## src/rtl/instr_fetch_unit_pkg.sv

```systemverilog
// rtl/instr_fetch_unit_pkg.sv - shared constants, state encoding and field helpers for the fetch unit
//
// Purpose: single home for the CPU instruction-format knowledge the fetch
// unit relies on (control field in [1:0], jump target in [6:3], RegWrite in
// bit 2) and for the fetch FSM state encoding.
// Ports: none (package).

package instr_fetch_unit_pkg;

    // Fixed CPU instruction width.
    localparam int CPU_INSTR_W = 16;

    // Control field Instr[1:0]; the CPU itself ignores these two bits.
    localparam logic [1:0] CTL_NORMAL = 2'b00;
    localparam logic [1:0] CTL_JZ     = 2'b01;
    localparam logic [1:0] CTL_JMP    = 2'b10;
    localparam logic [1:0] CTL_HALT   = 2'b11;

    // Field positions inside the instruction word.
    localparam int IMM_HI       = 6;
    localparam int IMM_LO       = 3;
    localparam int REGWRITE_BIT = 2;

    localparam int IMM_W = IMM_HI - IMM_LO + 1;

    typedef enum logic [1:0] {
        ST_IDLE  = 2'd0,
        ST_FETCH = 2'd1,
        ST_ISSUE = 2'd2,
        ST_HALT  = 2'd3
    } fetch_state_e;

    function automatic logic [1:0] ctl_field(input logic [CPU_INSTR_W-1:0] instr);
        return instr[1:0];
    endfunction

    function automatic logic [IMM_W-1:0] jump_imm(input logic [CPU_INSTR_W-1:0] instr);
        return instr[IMM_HI:IMM_LO];
    endfunction

endpackage

```

## src/rtl/instr_fetch_unit_rom.sv

```systemverilog
// rtl/instr_fetch_unit_rom.sv - instruction memory with synchronous write and registered read
//
// Purpose: 2^ADDR_W x INSTR_W program store. The read register doubles as the
// fetch unit's instr_out register, so it can be loaded, cleared (bubble) or held.
// Ports:
//   clk, rst          clock, synchronous active-low reset (clears read register only)
//   wr_en_i           write enable; gating by FSM state is done by the caller
//   wr_addr_i/data_i  write address / data
//   rd_addr_i         read address (the PC)
//   rd_load_i         capture mem[rd_addr_i] into the read register
//   rd_clear_i        force the read register to zero (has priority over load)
//   rd_data_o         registered read data
//   rd_ctl_peek_o     control field of mem[rd_addr_i], used to detect HALT before issue

module instr_rom
    import instr_fetch_unit_pkg::*;
#(
    parameter int ADDR_W  = 4,
    parameter int INSTR_W = 16
) (
    input  logic               clk,
    input  logic               rst,
    input  logic               wr_en_i,
    input  logic [ADDR_W-1:0]  wr_addr_i,
    input  logic [INSTR_W-1:0] wr_data_i,
    input  logic [ADDR_W-1:0]  rd_addr_i,
    input  logic               rd_load_i,
    input  logic               rd_clear_i,
    output logic [INSTR_W-1:0] rd_data_o,
    output logic [1:0]         rd_ctl_peek_o
);

    localparam int DEPTH = 1 << ADDR_W;

    logic [INSTR_W-1:0] mem_q [0:DEPTH-1];
    logic [INSTR_W-1:0] rd_q;

    // Program contents survive reset; only the write port changes them.
    always_ff @(posedge clk) begin
        if (wr_en_i) begin
            mem_q[wr_addr_i] <= wr_data_i;
        end
    end

    always_ff @(posedge clk) begin
        if (!rst || rd_clear_i) begin
            rd_q <= '0;
        end else if (rd_load_i) begin
            rd_q <= mem_q[rd_addr_i];
        end
    end

    assign rd_data_o     = rd_q;
    assign rd_ctl_peek_o = ctl_field(CPU_INSTR_W'(mem_q[rd_addr_i]));

endmodule

```

## src/rtl/instr_fetch_unit.sv

```systemverilog
// rtl/instr_fetch_unit.sv - program counter, fetch FSM and issue handshake feeding the 4-bit CPU
//
// Purpose: fetches one instruction every two cycles from instr_rom, presents it
// to the CPU until accepted, and resolves JMP/JZ/HALT from the control field.
// An all-zero word (RegWrite clear) is driven whenever nothing valid is presented.
// Ports:
//   clk, rst              clock, synchronous active-low reset
//   prog_we/addr/data     program write port, honoured in IDLE and HALT only
//   start                 begin fetching at address 0 (from IDLE or HALT)
//   zero_in               CPU Zero flag, sampled on the acceptance edge (JZ)
//   instr_ready           CPU accepts the presented instruction
//   instr_out/instr_valid presented instruction and its qualifier
//   pc                    address being fetched or presented
//   halted                high in HALT
//   issued_cnt            accepted-instruction count, wraps at 256

module instr_fetch_unit
    import instr_fetch_unit_pkg::*;
#(
    parameter int ADDR_W  = 4,
    parameter int INSTR_W = 16
) (
    input  logic               clk,
    input  logic               rst,
    input  logic               prog_we,
    input  logic [ADDR_W-1:0]  prog_addr,
    input  logic [INSTR_W-1:0] prog_data,
    input  logic               start,
    input  logic               zero_in,
    input  logic               instr_ready,
    output logic [INSTR_W-1:0] instr_out,
    output logic               instr_valid,
    output logic [ADDR_W-1:0]  pc,
    output logic               halted,
    output logic [7:0]         issued_cnt
);

    fetch_state_e state_q, state_d;

    logic [ADDR_W-1:0] pc_q, pc_d;
    logic [7:0]        cnt_q, cnt_d;
    logic              valid_q, valid_d;
    logic              halted_q, halted_d;

    logic               rom_we;
    logic               rom_load;
    logic               rom_clear;
    logic [INSTR_W-1:0] rom_rdata;
    logic [1:0]         rom_ctl_peek;

    logic [1:0]        cur_ctl;
    logic [IMM_W-1:0]  cur_imm;
    logic [ADDR_W-1:0] jump_target;
    logic [ADDR_W-1:0] pc_plus1;

    instr_rom #(
        .ADDR_W  (ADDR_W),
        .INSTR_W (INSTR_W)
    ) u_rom (
        .clk           (clk),
        .rst           (rst),
        .wr_en_i       (rom_we),
        .wr_addr_i     (prog_addr),
        .wr_data_i     (prog_data),
        .rd_addr_i     (pc_q),
        .rd_load_i     (rom_load),
        .rd_clear_i    (rom_clear),
        .rd_data_o     (rom_rdata),
        .rd_ctl_peek_o (rom_ctl_peek)
    );

    // Branch decode works on the word currently presented, which is the
    // ROM read register (it only holds a real word while valid_q is set).
    assign cur_ctl     = ctl_field(CPU_INSTR_W'(rom_rdata));
    assign cur_imm     = jump_imm(CPU_INSTR_W'(rom_rdata));
    assign jump_target = ADDR_W'(cur_imm);
    assign pc_plus1    = pc_q + ADDR_W'(1);

    always_ff @(posedge clk) begin
        if (!rst) begin
            state_q  <= ST_IDLE;
            pc_q     <= '0;
            cnt_q    <= '0;
            valid_q  <= 1'b0;
            halted_q <= 1'b0;
        end else begin
            state_q  <= state_d;
            pc_q     <= pc_d;
            cnt_q    <= cnt_d;
            valid_q  <= valid_d;
            halted_q <= halted_d;
        end
    end

    always_comb begin
        state_d   = state_q;
        pc_d      = pc_q;
        cnt_d     = cnt_q;
        valid_d   = valid_q;
        halted_d  = halted_q;
        rom_we    = 1'b0;
        rom_load  = 1'b0;
        rom_clear = 1'b0;

        case (state_q)
            ST_IDLE, ST_HALT: begin
                rom_we = prog_we;
                // A write in the same cycle takes precedence over start.
                if (start && !prog_we) begin
                    pc_d     = '0;
                    halted_d = 1'b0;
                    state_d  = ST_FETCH;
                end
            end

            ST_FETCH: begin
                // HALT words are never presented: the read register stays at
                // zero and valid stays low.
                if (rom_ctl_peek == CTL_HALT) begin
                    halted_d = 1'b1;
                    state_d  = ST_HALT;
                end else begin
                    rom_load = 1'b1;
                    valid_d  = 1'b1;
                    state_d  = ST_ISSUE;
                end
            end

            ST_ISSUE: begin
                if (instr_ready) begin
                    cnt_d     = cnt_q + 8'd1;
                    valid_d   = 1'b0;
                    rom_clear = 1'b1;
                    state_d   = ST_FETCH;
                    case (cur_ctl)
                        CTL_JMP: pc_d = jump_target;
                        CTL_JZ:  pc_d = zero_in ? jump_target : pc_plus1;
                        default: pc_d = pc_plus1;
                    endcase
                end
            end

            default: begin
                state_d = ST_IDLE;
            end
        endcase
    end

    assign instr_out   = rom_rdata;
    assign instr_valid = valid_q;
    assign pc          = pc_q;
    assign halted      = halted_q;
    assign issued_cnt  = cnt_q;

endmodule
```

## config.mk

```make
export PLATFORM = sky130hd
export DESIGN_NAME = instr_fetch_unit
export DESIGN_NICKNAME = d
export VERILOG_FILES = /design/src/rtl/instr_fetch_unit_pkg.sv /design/src/rtl/instr_fetch_unit_rom.sv /design/src/rtl/instr_fetch_unit.sv
export SDC_FILE = /design/constraint.sdc
export NUM_CORES = 1
export LEC_CHECK = 0
export CAP_MARGIN = 20
export CORE_UTILIZATION = 60
export DETAILED_ROUTE_END_ITERATION = 10
export PLACE_DENSITY = 0.79
export SYNTH_ARGS = -nofsm -noshare
export SYNTH_HDL_FRONTEND = slang
export SYNTH_SLANG_ARGS = --single-unit
export TNS_END_PERCENT = 20
```

## constraint.sdc

```tcl
create_clock -name clk -period 3.05 [get_ports clk]
set_input_delay 0.61 -clock clk [delete_from_list [all_inputs] [get_ports clk]]
set_output_delay 0.61 -clock clk [all_outputs]
set_load 0.1 [all_outputs]
```

* Word level (Yosys, flattened, before mapping)
Memory sizes are Yosys's and may differ from the RTL's. A register that Yosys moved wholly into a read port is not among the register bits. Index checks and enable logic that the tools add are counted.
Word-level totals: logic and storage cells 57, register bits after elaboration 32, memories kept 1, output and inout bits 30, bits in writable memories 256
Memory list:
- u_rom.mem_q | words 16, width 16, read ports 1, clocked after memory_dff 1, write ports 1, RTL line instr_fetch_unit_rom.sv:35 | logic [INSTR_W-1:0] mem_q [0:DEPTH-1];
Cells by class: multiplexer cells 24, eq/ne operators 10, $add $sub $neg 2, reduce and logical (&&, ||, !) cells 14
Operator list (count):
- $mux 4 | 5
- $pmux 4 s2 | 2
- $mux 1 | 12
- $reduce_and 3->1 | 3
- $add 8x1->8 const B | 1
- $eq 2x2->1 const B | 4
- $ne 2x2->1 const B | 4
- $pmux 2 s3 | 1
- $reduce_bool 2->1 | 3
- $add 4x1->4 const B | 1
- $eq 2x1->1 const B | 2
- $mux 2 | 2
- $pmux 1 s2 | 2
- $reduce_and 2->1 | 2
- $logic_not 1->1 | 2
- $logic_not 2->1 | 1
- $reduce_or 2->1 | 1
- $logic_and 1x1->1 | 1
- $logic_or 1x1->1 | 1

* Longest topological paths before layout
Gate-level depths: netlist (run 1).
depth after elaboration 7, gate-level depth with buffers 9, mapped depth without buffers 7

* Modules after synthesis
From an unflattened synthesis (run 1), not the netlist that was laid out.
Unflattened totals: cell total of the unflattened synthesis 578, area total of the unflattened synthesis 11237.0 um2
Modules (own cells, without submodules):
- instr_rom | instances 1, cells an instance 482, area an instance 10390.0 um2
- instr_fetch_unit | instances 1, cells an instance 96, area an instance 847.1 um2

* Least setup slack after synthesis (run 1)
No wires, ideal clock.
path kind register to register, from register state_q[0], to memory u_rom.mem_q[0][0], enable pin, required time 2641 ps, setup slack 346 ps, setup time 409 ps, arrival 2295 ps, clock period less this slack 2704 ps, cell stages (with the launch flop) 6, path buffers 0, cells stage by stage dfxtp_1 > inv_1 > ha_1 > nand2_1 > or3_1 > nor3_1
On the way: cells in the longest elaborated chain, start to end 5, elaborated cells between the ends (all ways) 6
RTL lines:
- from (decl) | RTL line instr_fetch_unit.sv:38 | fetch_state_e state_q, state_d;
- from (signal assigned) | RTL line instr_fetch_unit.sv:87 | state_q <= state_d;
- $eq 2x2->1 / $logic_not 2->1 (equally long branches) | RTL line instr_fetch_unit.sv:105 | case (state_q)
- $reduce_or 2->1 (*) | RTL line instr_fetch_unit.sv:105
- $mux 1 (*) | RTL line instr_fetch_unit.sv:105
- $mux 1 (*) | RTL line instr_fetch_unit_rom.sv:40 | if (wr_en_i) begin
- $mux 1 (implied by the code) (*) | RTL line instr_fetch_unit_rom.sv:41 | mem_q[wr_addr_i] <= wr_data_i;
- to (decl) | RTL line instr_fetch_unit_rom.sv:35
Every way passes the cells marked *; elsewhere a longest branch is shown, timed or not.

==> summary.txt, run 1 <==
Final layout
  • N_diodes: 0
  • Finished Cell Area: 13300 um2
  • Most frequent cells in the layout: edfxtp_1 (256), mux4_2 (71), buf_4 (64)
  • Most common cell after layout, fill and taps aside: edfxtp_1
  • Area grow syn2layout: 15.8%
  • Nets@finish: 686
  • Post-Route Utilization: approximately 71%
  • Share of layout cells above drive strength 1: a little under a third

Clocking
  • Clock sink count: 292
  • Clk root buf: clkbuf_16
  • CTS tree: done
  • Htree depth: 1
  • Clock buffer depth: 3
  • Clock transition at the registers of the reported paths: ~0.06 ns
  • Cts bufs inserted: 28
  • CTS Hold Bufs: 0
  • Post-CTS Setup Bufs: 0
  • Resize count post-CTS: 0
  • Clk_lat worst skew: roughly 0.55 ns

Synth
  • Synth top area cells: edfxtp_1 (67%), mux4_2 (14%), dfxtp_1 (6.3%), mux4_1 (1.6%), o31ai_2 (0.98%)
  • Post-Syn Nets: 596
  • Yosys top cell area share: 67.1%
  • Post-synthesis async set-or-reset flop share: 0%
  • Ys flop type: edfxtp_1
  • #FFs+latches synth: 292
  • Mapped Cells: 564
  • YS warnings: 0
  • Post-synthesis sequential area ratio: 73.4%
  • Leading area contributor after synthesis: edfxtp_1
  • Distinct cells, synth: 45
  • Post-synthesis cell area: 11500 um2
  • Mean post-synth cell area: 20.3 um2
  • Post-synth EDFFs: 256

Die
  • Chip height: approximately 140 um
  • I/O Pins: 56
  • Core box area: 18700 um2
  • Cell Rows: 50
  • Die ar.: 19700 um2
  • Initial core utilization: roughly three fifths
  • Die width: 140 um

Job
  • Max-capacitance violation count: 0

Critical path
  • Crit path kind: reg -> reg
  • CP Max Fanout: 22
  • Slowest stage cell, crit path: dfxtp_4
  • WP depth: 5
  • Slowest stage delay, CP: 0.65 ns
  • WP data required: 3.44 ns
  • Crit-path cells: buf_4 > mux4_2 > mux4_1 > nand4_1 > a21oi_1
  • R2R depth: 5
  • Crit path DAT: 2.90 ns
  • Crit start category: flop
  • Reg2reg setup slack: around 0.54 ns
  • Worst Path Buf+Inv: 1
  • Kind of cell adding the most delay to the critical path: multiplexers
  • CP Capture Type: flop

STA
  • Period utilization: ~82%
  • Worst slew pin tran: 0.679 ns
  • Fin. Hold Viols: 0
  • TNS Setup: 0 ns
  • Rel. slew slack: 54.5%
  • Fmax: 0.399 GHz
  • RSZ-0062 raised after global routing: no
  • Final Worst Setup Slack: 0.544 ns
  • Final worst path period need: 2.51 ns
  • Clock skew: 0.0230 ns
  • Final Setup Violations: 0
  • Max-slew violations: 0

Power
  • Static Leak: between 4 and 5 nW
  • Sw Pwr: 2.20 mW
  • Flop pwr share: about half
  • Power Internal: approximately 6.7 mW
  • Clk network pwr share: 37.7%
  • Worst vdd ir: 0.000544 V
  • Net Sw Frac: 24.8%
  • Pwr dens: between 600 and 700 nW/um2
  • PnR Total Power: 8.88 mW
  • Comb pwr share: 11.1%

Route
  • Wirelength per Cell: 28.0 um
  • Drt total wl: 25500 um
  • Drt first pass iters: 5
  • Antenna-violating nets left: 0
  • Via density: 6.61
  • Vias: approximately 6000
  • Residual DRC: 0
  • Initial DRC count: 601

Global route
  • Vias in the first global route: 6159
  • Grt ovf: 0
  • Largest net degree at the start of global routing: 31
  • GRT Overall Usage: a little over a quarter
  • Antenna violations before repair: 0
  • First-pass GRT wire length: 38200 um

Placed design
  • Dpl cell area: 12400 um2
  • GP Congestion: 1.00
  • Number of port buffers: 55
  • Final HPWL DP: 15000 um
  • Dpl ws: 0.512 ns

Worst hold path
  • Worst min path class: reg -> reg
  • Worst hold path depth: 2

Outcome
  • Status: finished, final reports clean
==> final cells by class <==
cell class	instances	area (um2)
well taps	234	293
repair buffers	90	751
clock inverters	20	180
clock buffers	31	712
flip-flops and latches	292	8410
multi-input cells	232	2880
inverters	10	37.5
fillers	1085	5440
==> power by group through the flow <==
stage	Clock, mW	Sequential (mW)	Combinational [mW]
floorplan	0	4.91	0.391
global placement	0	4.62	0.957
detailed placement	0	4.63	0.980
CTS	3.39	4.55	0.984
global route	3.55	4.56	1.04
finish	3.35	4.55	0.985
==> synth_stat cells (2+ instances only) <==
cell type / instances
edfxtp_1: 256
mux4_2: 71
dfxtp_1: 36
nor2_1: 29
a21oi_1: 20
nand4_1: 16
buf_2: 11
clkbuf_1: 10
inv_1: 9
nand2_1: 9
o31ai_2: 9
mux4_1: 7
ha_1: 6
nor3_1: 5
o31ai_1: 5
xor2_1: 5
a22oi_1: 4
o21ai_0: 4
o2bb2ai_1: 4
xnor2_1: 4
a211oi_1: 3
and2_1: 3
buf_1: 3
buf_6: 3
mux2i_1: 3
nand2b_1: 3
nand3_1: 3
nor2b_1: 3
and4_1: 2
buf_4: 2
or3_1: 2
==> final timing paths <==
path | start | endpoint
worst max-delay path | flop | u_rom.rd_data_o[13]
worst min-delay path | u_rom.rd_data_o[14] | u_rom.rd_data_o[14]
worst max register to register | flop | u_rom.rd_data_o[13]
worst min register to register | u_rom.rd_data_o[14] | u_rom.rd_data_o[14]
==> flip-flops by register name (all words and copies together), names as in the netlist, named ones only <==
signal,cells
halted,1
issued_cnt,8
instr_valid,1
u_rom.rd_data_o,16
pc,4
u_rom.mem_q,256
state_q,2
==> worst reg2reg max path, cell delays in order, from the launching register on <==
cell and delay [ns]:
dfxtp_4 0.65, buf_4 0.38, mux4_2 0.55, mux4_1 0.58, nand4_1 0.14, a21oi_1 0.07
==> routing by layer <==
| metal | routed length [um] | global-route usage, % | part of all wire [%] | vias to the layer above |
|---|---|---|---|---|
| met5 | 0 | 0 | 0 | - |
| met4 | 799 | 10.1 | 3.1 | 0 |
| met3 | 2110 | 4.38 | 8.3 | 52 |
| met2 | 12900 | 46.3 | 51 | 343 |
| met1 | 9630 | 36.0 | 38 | 3100 |
| li1 | - | - | - | 2515 |
==> metrics by stage <==
| stage | std cells | hold WS [ns] |
|---|---|---|
| after detailed placement | 858 | 0.474 |
| final | 909 | 0.480 |
| after global routing | 909 | 0.512 |
| after floorplan | 564 | 0.487 |
| after global placement | 858 | 0.458 |
| after CTS | 909 | 0.483 |
==> cells by family (layout without fill, tap and decap cells) <==
family	count (synthesis)	after routing	share of synthesized area, %
buf+inv	40	151	1.83
compound gates	54	54	3.78
simple gates	81	81	3.70
fa+ha+maj	6	6	0.655
flops	292	292	73.4
xor+xnor	9	9	0.688
mux	82	82	16.0
(Power assumes the default switching activity.)
==> run 2: changes to the inputs <==
==> constraint.sdc (replaced) <==
create_clock -name clk -period 2.38 [get_ports clk]
set_input_delay 0.476 -clock clk [delete_from_list [all_inputs] [get_ports clk]]
set_output_delay 0.476 -clock clk [all_outputs]
set_load 0.1 [all_outputs]
==> run 2 against run 1 <==
Worst hold slack improved by 0.010 ns; critical path depth up 2; sequential power is 28% higher; global-route usage barely moved; non-clock buffer count is 10 higher; setup slack worse by 0.39 ns; clock power rose by 28%; via count grew 1.2%; sequential cell count stayed put; register-to-register slack lost 0.39 ns; fmax rose by 13%.
==> summary.txt, run 2 (synthesis results as in run 1) <==
Clocking
  • Cts bufs inserted: 28 (unchanged)
  • Clock buffer depth: 3 (unchanged)
  • Htree depth: 1 (unchanged)
  • Clk root buf: clkbuf_16 (unchanged)
  • Clock transition at the registers of the reported paths: 0.06 ns (about the same)
  • CTS tree: done (unchanged)
  • Clk_lat worst skew: 0.54 ns (was 0.55 ns)
  • Clock sink count: 292 (unchanged)

Route
  • Wirelength per Cell: 28.0 um (about the same)
  • Vias: 6085 (was 6010)
  • Drt total wl: 25700 um (was 25500 um)
  • Antenna-violating nets left: 0 (unchanged)
  • Initial DRC count: 514 (was 601)
  • Residual DRC: 0 (unchanged)
  • Drt first pass iters: 5 (unchanged)
  • Via density: 6.64 (was 6.61)

Final layout
  • Finished Cell Area: 13500 um2 (was 13300 um2)
  • Share of layout cells above drive strength 1: 32.2% (was 30.2%)
  • Non-filler cells, final: 917 (was 909)
  • Max reg flops: 256 (unchanged)
  • Most common cell after layout, fill and taps aside: edfxtp_1 (unchanged)
  • Area grow syn2layout: 17.4% (was 15.8%)
  • Reg with most FFs: u_rom.mem_q (unchanged)
  • N_diodes: 0 (unchanged)
  • Nets@finish: 696 (was 686)
  • Most frequent cells in the layout: edfxtp_1 (256), mux4_2 (71), buf_4 (65) (was edfxtp_1 (256), mux4_2 (71), buf_4 (64))

STA
  • Max-slew violations: 0 (unchanged)
  • Clock skew: 0.0102 ns (was 0.0230 ns)
  • Final worst path period need: 2.23 ns (was 2.51 ns)
  • Final Setup Violations: 0 (unchanged)
  • Worst slew pin tran: 0.589 ns (was 0.679 ns)
  • Hold slack: 0.491 ns (was 0.480 ns)
  • Rel. slew slack: 60.6% (was 54.5%)
  • TNS Setup: 0 ns (unchanged)
  • Fmax: 0.449 GHz (was 0.399 GHz)
  • Period utilization: 93.5% (was 82.2%)
  • Fin. Hold Viols: 0 (unchanged)
  • RSZ-0062 raised after global routing: no (unchanged)

Critical path
  • CP Max Fanout: 11 (was 22)
  • Crit path DAT: 2.61 ns (was 2.90 ns)
  • Reg2reg setup slack: 0.15 ns (was 0.54 ns)
  • Crit start category: flop (unchanged)
  • Crit path kind: reg -> reg (unchanged)
  • WP data required: 2.77 ns (was 3.44 ns)
  • CP Capture Type: flop (unchanged)

Power
  • Comb pwr share: 11.6% (was 11.1%)
  • Sw Pwr: 2.82 mW (was 2.20 mW)
  • Pwr dens: 851 nW/um2 (was 670 nW/um2)
  • Flop pwr share: 50.9% (was 51.2%)
  • Static Leak: 4.31 nW (was 4.23 nW)
  • PnR Total Power: 11.4 mW (was 8.88 mW)
  • Net Sw Frac: 24.7% (was 24.8%)
  • Clk network pwr share: 37.6% (was 37.7%)
  • Worst vdd ir: 0.000530 V (was 0.000544 V)
  • Power Internal: 8.62 mW (was 6.68 mW)

Placed design
  • Dpl cells: 866 (was 858)
  • Final HPWL DP: 15500 um (was 15000 um)
  • Number of port buffers: 55 (unchanged)
  • GP Congestion: 0.905 (was 1.00)
  • Dpl cell area: 12500 um2 (was 12400 um2)

Global route
  • Antenna violations before repair: 0 (unchanged)
  • First-pass GRT wire length: 38400 um (was 38200 um)
  • Vias in the first global route: 6247 (was 6159)
  • Grt ovf: 0 (unchanged)
  • Largest net degree at the start of global routing: 23 (was 31)
  • GRT Overall Usage: 27.2% (about the same)

Die
  • Die width: 140 um (unchanged)
  • I/O Pins: 56 (unchanged)
  • Initial core utilization: 61.3% (unchanged)
  • Core box area: 18700 um2 (unchanged)
  • Chip height: 140 um (unchanged)
  • Cell Rows: 50 (unchanged)
  • Die ar.: 19700 um2 (unchanged)

Outcome
  • Status: finished, final reports clean (unchanged)

Job
  • Max-capacitance violation count: 0 (unchanged)

Worst hold path
  • Worst min path class: reg -> reg (unchanged)
==> run 2: metal layers <==
layer / up-vias / GRT usage, % / part of all wire, %
met3: 59 / 5.85 / 8.9
met5: - / 0 / 0
met4: 0 / 8.79 / 2.9
met2: 351 / 45.0 / 49
met1: 3145 / 36.8 / 39
li1: 2530 / - / -
==> run 2: worst paths after layout <==
check	startpoint	to	depth (start not counted)
worst max-delay path	flop	u_rom.rd_data_o[7]	7
worst min-delay path	u_rom.rd_data_o[8]	u_rom.rd_data_o[8]	2
worst max register to register	flop	u_rom.rd_data_o[7]	7
worst min register to register	u_rom.rd_data_o[8]	u_rom.rd_data_o[8]	2
==> run 2: repair_timing <==
action / 4_1_cts / 5_1_grt
hold buffers: 0 / 0
endpoints found under the setup margin: 0 / 7
endpoints found under the hold margin: 0 / 0
buffers inserted: 0 / 2
resized for setup: 0 / 2
==> run 2: area by class of cell <==
cell class / count / area (um2)
Clock buffer: 39 / 783
Tap cell: 234 / 293
Sequential cell: 292 / 8410
Clock inverter: 10 / 104
Multi-Input combinational cell: 232 / 2890
Inverter: 10 / 37.5
Fill cell: 1048 / 5260
Timing Repair Buffer: 100 / 930
==> run 2: stage by stage <==
stage / worst slack [ns] / utilization [%]
floorplan: -0.129 / -
global placement: 0.137 / 67.0
detailed placement: 0.109 / 67.0
CTS: 0.0891 / 71.7
global route: 0.0314 / 71.9
finish: 0.154 / 71.9
==> run 2: worst max-delay path: stages, from the launching register on <==
cell and delay (ns):
dfxtp_2 0.38, buf_6 0.19, mux4_1 0.56, mux2_4 0.30
nor2b_4 0.19, buf_12 0.16, o31ai_2 0.19, a21oi_1 0.11
==> run 2: power groups by stage <==
stage / Combinational, mW / Sequential (mW) / Clock [mW]
2_1_floorplan: 0.502 / 6.29 / 0
3_3_place_gp: 1.27 / 5.91 / 0
3_5_place_dp: 1.30 / 5.93 / 0
4_1_cts: 1.31 / 5.82 / 4.33
5_1_grt: 1.39 / 5.83 / 4.53
6_report: 1.32 / 5.82 / 4.30
==> run 3: changes to the inputs <==
--- a/config.mk
+++ b/config.mk
@@ -6,10 +6,10 @@
 export NUM_CORES = 1
 export LEC_CHECK = 0
 export CAP_MARGIN = 20
-export CORE_UTILIZATION = 60
+export CORE_UTILIZATION = 54
 export DETAILED_ROUTE_END_ITERATION = 10
-export PLACE_DENSITY = 0.79
+export PLACE_DENSITY = 0.76
+export REMOVE_ABC_BUFFERS = 1
 export SYNTH_ARGS = -nofsm -noshare
 export SYNTH_HDL_FRONTEND = slang
 export SYNTH_SLANG_ARGS = --single-unit
-export TNS_END_PERCENT = 20
==> constraint.sdc (replaced) <==
create_clock -name clk -period 1.85 [get_ports clk]
set_input_delay 0.37 -clock clk [delete_from_list [all_inputs] [get_ports clk]]
set_output_delay 0.37 -clock clk [all_outputs]
set_load 0.1 [all_outputs]
==> run 3 against run 2 <==
Sequential share of layout area shrank 5.6 points; cell count grew 10%; highest routed layer unchanged; clock power grew 34%; critical path depth is the same; largest cell class unchanged; sequential power grew 29%; largest power group unchanged; wire length grew 11%; core utilization grew 0.25 points; setup slack lost 0.44 ns; clock-buffer cell count shrank 8; the flow now finishes with violations (negative setup slack).
==> summary.txt, run 3 (synthesis results as in run 1) <==
Outcome
  • Status: complete, but fails checks (was finished, final reports clean)
  • Failing checks: negative setup slack

Critical path
  • Kind of cell adding the most delay to the critical path: multiplexers (unchanged)
  • Crit path DAT: 2.56 ns (was 2.61 ns)
  • WP data required: 2.27 ns (was 2.77 ns)
  • Crit-path cells: clkbuf_4 > mux4_2 > mux2i_4 > nor3_4 > buf_12 > o31ai_2 > a21oi_2 (was buf_6 > mux4_1 > mux2_4 > nor2b_4 > buf_12 > o31ai_2 > a21oi_1)
  • CP Max Fanout: 10 (was 11)
  • Slowest stage cell, crit path: mux4_2 (was mux4_1)
  • Crit path kind: reg -> reg (unchanged)
  • Slowest stage delay, CP: 0.54 ns (was 0.56 ns)
  • CP Capture Type: flop (unchanged)
  • Crit start category: flop (unchanged)
  • Worst Path Buf+Inv: 2 (unchanged)

Power
  • Static Leak: 4.79 nW (was 4.31 nW)
  • Pwr dens: 1050 nW/um2 (was 851 nW/um2)
  • Worst vdd ir: 0.00102 V (was 0.000530 V)
  • PnR Total Power: 15.6 mW (was 11.4 mW)

Placed design
  • Dpl cell area: 13300 um2 (was 12500 um2)
  • Final HPWL DP: 17000 um (was 15500 um)
  • GP Congestion: 0.858 (was 0.905)
  • Number of port buffers: 55 (unchanged)

Global route
  • First-pass GRT wire length: 40900 um (was 38400 um)
  • Largest net degree at the start of global routing: 19 (was 23)
  • Grt ovf: 0 (unchanged)
  • Vias in the first global route: 6564 (was 6247)
  • Antenna violations before repair: 1 (was 0)
  • GRT Overall Usage: 26.3% (was 27.2%)

STA
  • Clock skew: 0.0251 ns (was 0.0102 ns)
  • TNS Setup: -7.84 ns (was 0 ns)
  • Fmax: 0.469 GHz (was 0.449 GHz)
  • Final Setup Violations: 79 (was 0)
  • Fin. Hold Viols: 0 (unchanged)
  • Rel. slew slack: 58.9% (was 60.6%)
  • Period utilization: 115% (was 93.5%)
  • RSZ-0062 raised after global routing: yes (was no)
  • Max-slew violations: 0 (unchanged)
  • Final Worst Setup Slack: -0.281 ns (was 0.154 ns)
  • Worst slew pin tran: 0.615 ns (was 0.589 ns)
  • Final worst path period need: 2.13 ns (was 2.23 ns)

Route
  • Wirelength per Cell: 28.2 um (was 28.0 um)
  • Via density: 6.26 (was 6.64)
  • Residual DRC: 0 (unchanged)
  • Drt total wl: 28500 um (was 25700 um)
  • Vias: 6330 (was 6085)
  • Antenna-violating nets left: 0 (unchanged)
  • Drt first pass iters: 4 (was 5)
  • Initial DRC count: 671 (was 514)

Die
  • I/O Pins: 56 (unchanged)
  • Initial core utilization: 55.9% (was 61.3%)
  • Die ar.: 21800 um2 (was 19700 um2)
  • Core box area: 20500 um2 (was 18700 um2)
  • Cell Rows: 52 (was 50)
  • Chip height: 148 um (was 140 um)
  • Die width: 148 um (was 140 um)

Clocking
  • Htree depth: 1 (unchanged)
  • Cts bufs inserted: 29 (was 28)
  • Clock sink count: 292 (unchanged)
  • Clk_lat worst skew: 0.54 ns (about the same)
  • Clock buffer depth: 3 (unchanged)
  • CTS tree: done (unchanged)
  • Clk root buf: clkbuf_16 (unchanged)
  • CTS Hold Bufs: 0 (unchanged)
  • Clock transition at the registers of the reported paths: 0.07 ns (was 0.06 ns)

Final layout
  • Fill cells: 1138 (was 1048)
  • Share of layout cells above drive strength 1: 41.6% (was 32.2%)
  • Area grow syn2layout: 29.1% (was 17.4%)
  • Most common cell after layout, fill and taps aside: edfxtp_1 (unchanged)
  • Most frequent cells in the layout: edfxtp_1 (256), mux4_2 (76), buf_12 (52), buf_4 (52) (was edfxtp_1 (256), mux4_2 (71), buf_4 (65))
  • Finished Cell Area: 14800 um2 (was 13500 um2)
  • Max reg flops: 256 (unchanged)
  • Reg with most FFs: u_rom.mem_q (unchanged)
  • Nets@finish: 751 (was 696)

Worst hold path
  • Worst min path class: in -> reg (was reg -> reg)

Job
  • Max-capacitance violation count: 0 (unchanged)
## run 3: area by class of cell
cell class                      count  area [um2]  area share, %
Sequential cell                   292        8420           56.9
Clock inverter                     21         209           1.41
Inverter                           10        37.5          0.254
Multi-Input combinational cell    233        3030           20.5
Clock buffer                       31         733           4.96
Tap cell                          270         338           2.28
Antenna cell                        1        2.50         0.0169
Timing Repair Buffer              153        2020           13.7
## run 3: final timing paths
kind                                             to  slack (ns)  cells past startpoint               start
worst max-delay path            u_rom.rd_data_o[10]       -0.28                      7                flop
worst min-delay path             u_rom.rd_data_o[0]        0.47                      2                 rst
worst max register to register  u_rom.rd_data_o[10]       -0.28                      7                flop
worst min register to register   u_rom.rd_data_o[8]        0.53                      2  u_rom.rd_data_o[8]
## run 3: metal layers
layer  GRT usage, %  part of all wire [%]  up-vias
met5              0                     0        -
met4           10.7                   3.7        0
met3           5.43                   8.3       74
met2           43.9                    51      360
met1           33.9                    37     3248
li1               -                     -     2648
## run 3: where the power goes
part           switching, mW  leakage [nW]  internal (mW)  total [mW]
Combinational           1.34          1.72          0.910        2.25
Sequential             0.154          2.60           7.37        7.53
Clock                   2.36         0.460           3.41        5.77
Total                   3.86          4.79           11.7        15.6
## run 3: timing repair
action | 4_1_cts | 5_1_grt
cloned | 5 | 2
setup buffers | 11 | 9
pin swaps | 4 | 11
hold endpoints to repair | 0 | 0
gates resized for setup | 47 | 24
setup endpoints to repair | 117 | 95
## run 3: per-stage QoR
step	setup slack (ns)	instances	util, %	hold slack (ns)
floorplan	-3.00	534	-	0.469
global placement	-0.283	932	65.0	0.512
detailed placement	-0.328	932	65.0	0.521
CTS	-0.210	1000	71.2	0.457
global route	-0.320	1010	72.1	0.462
finish	-0.281	1011	72.2	0.472
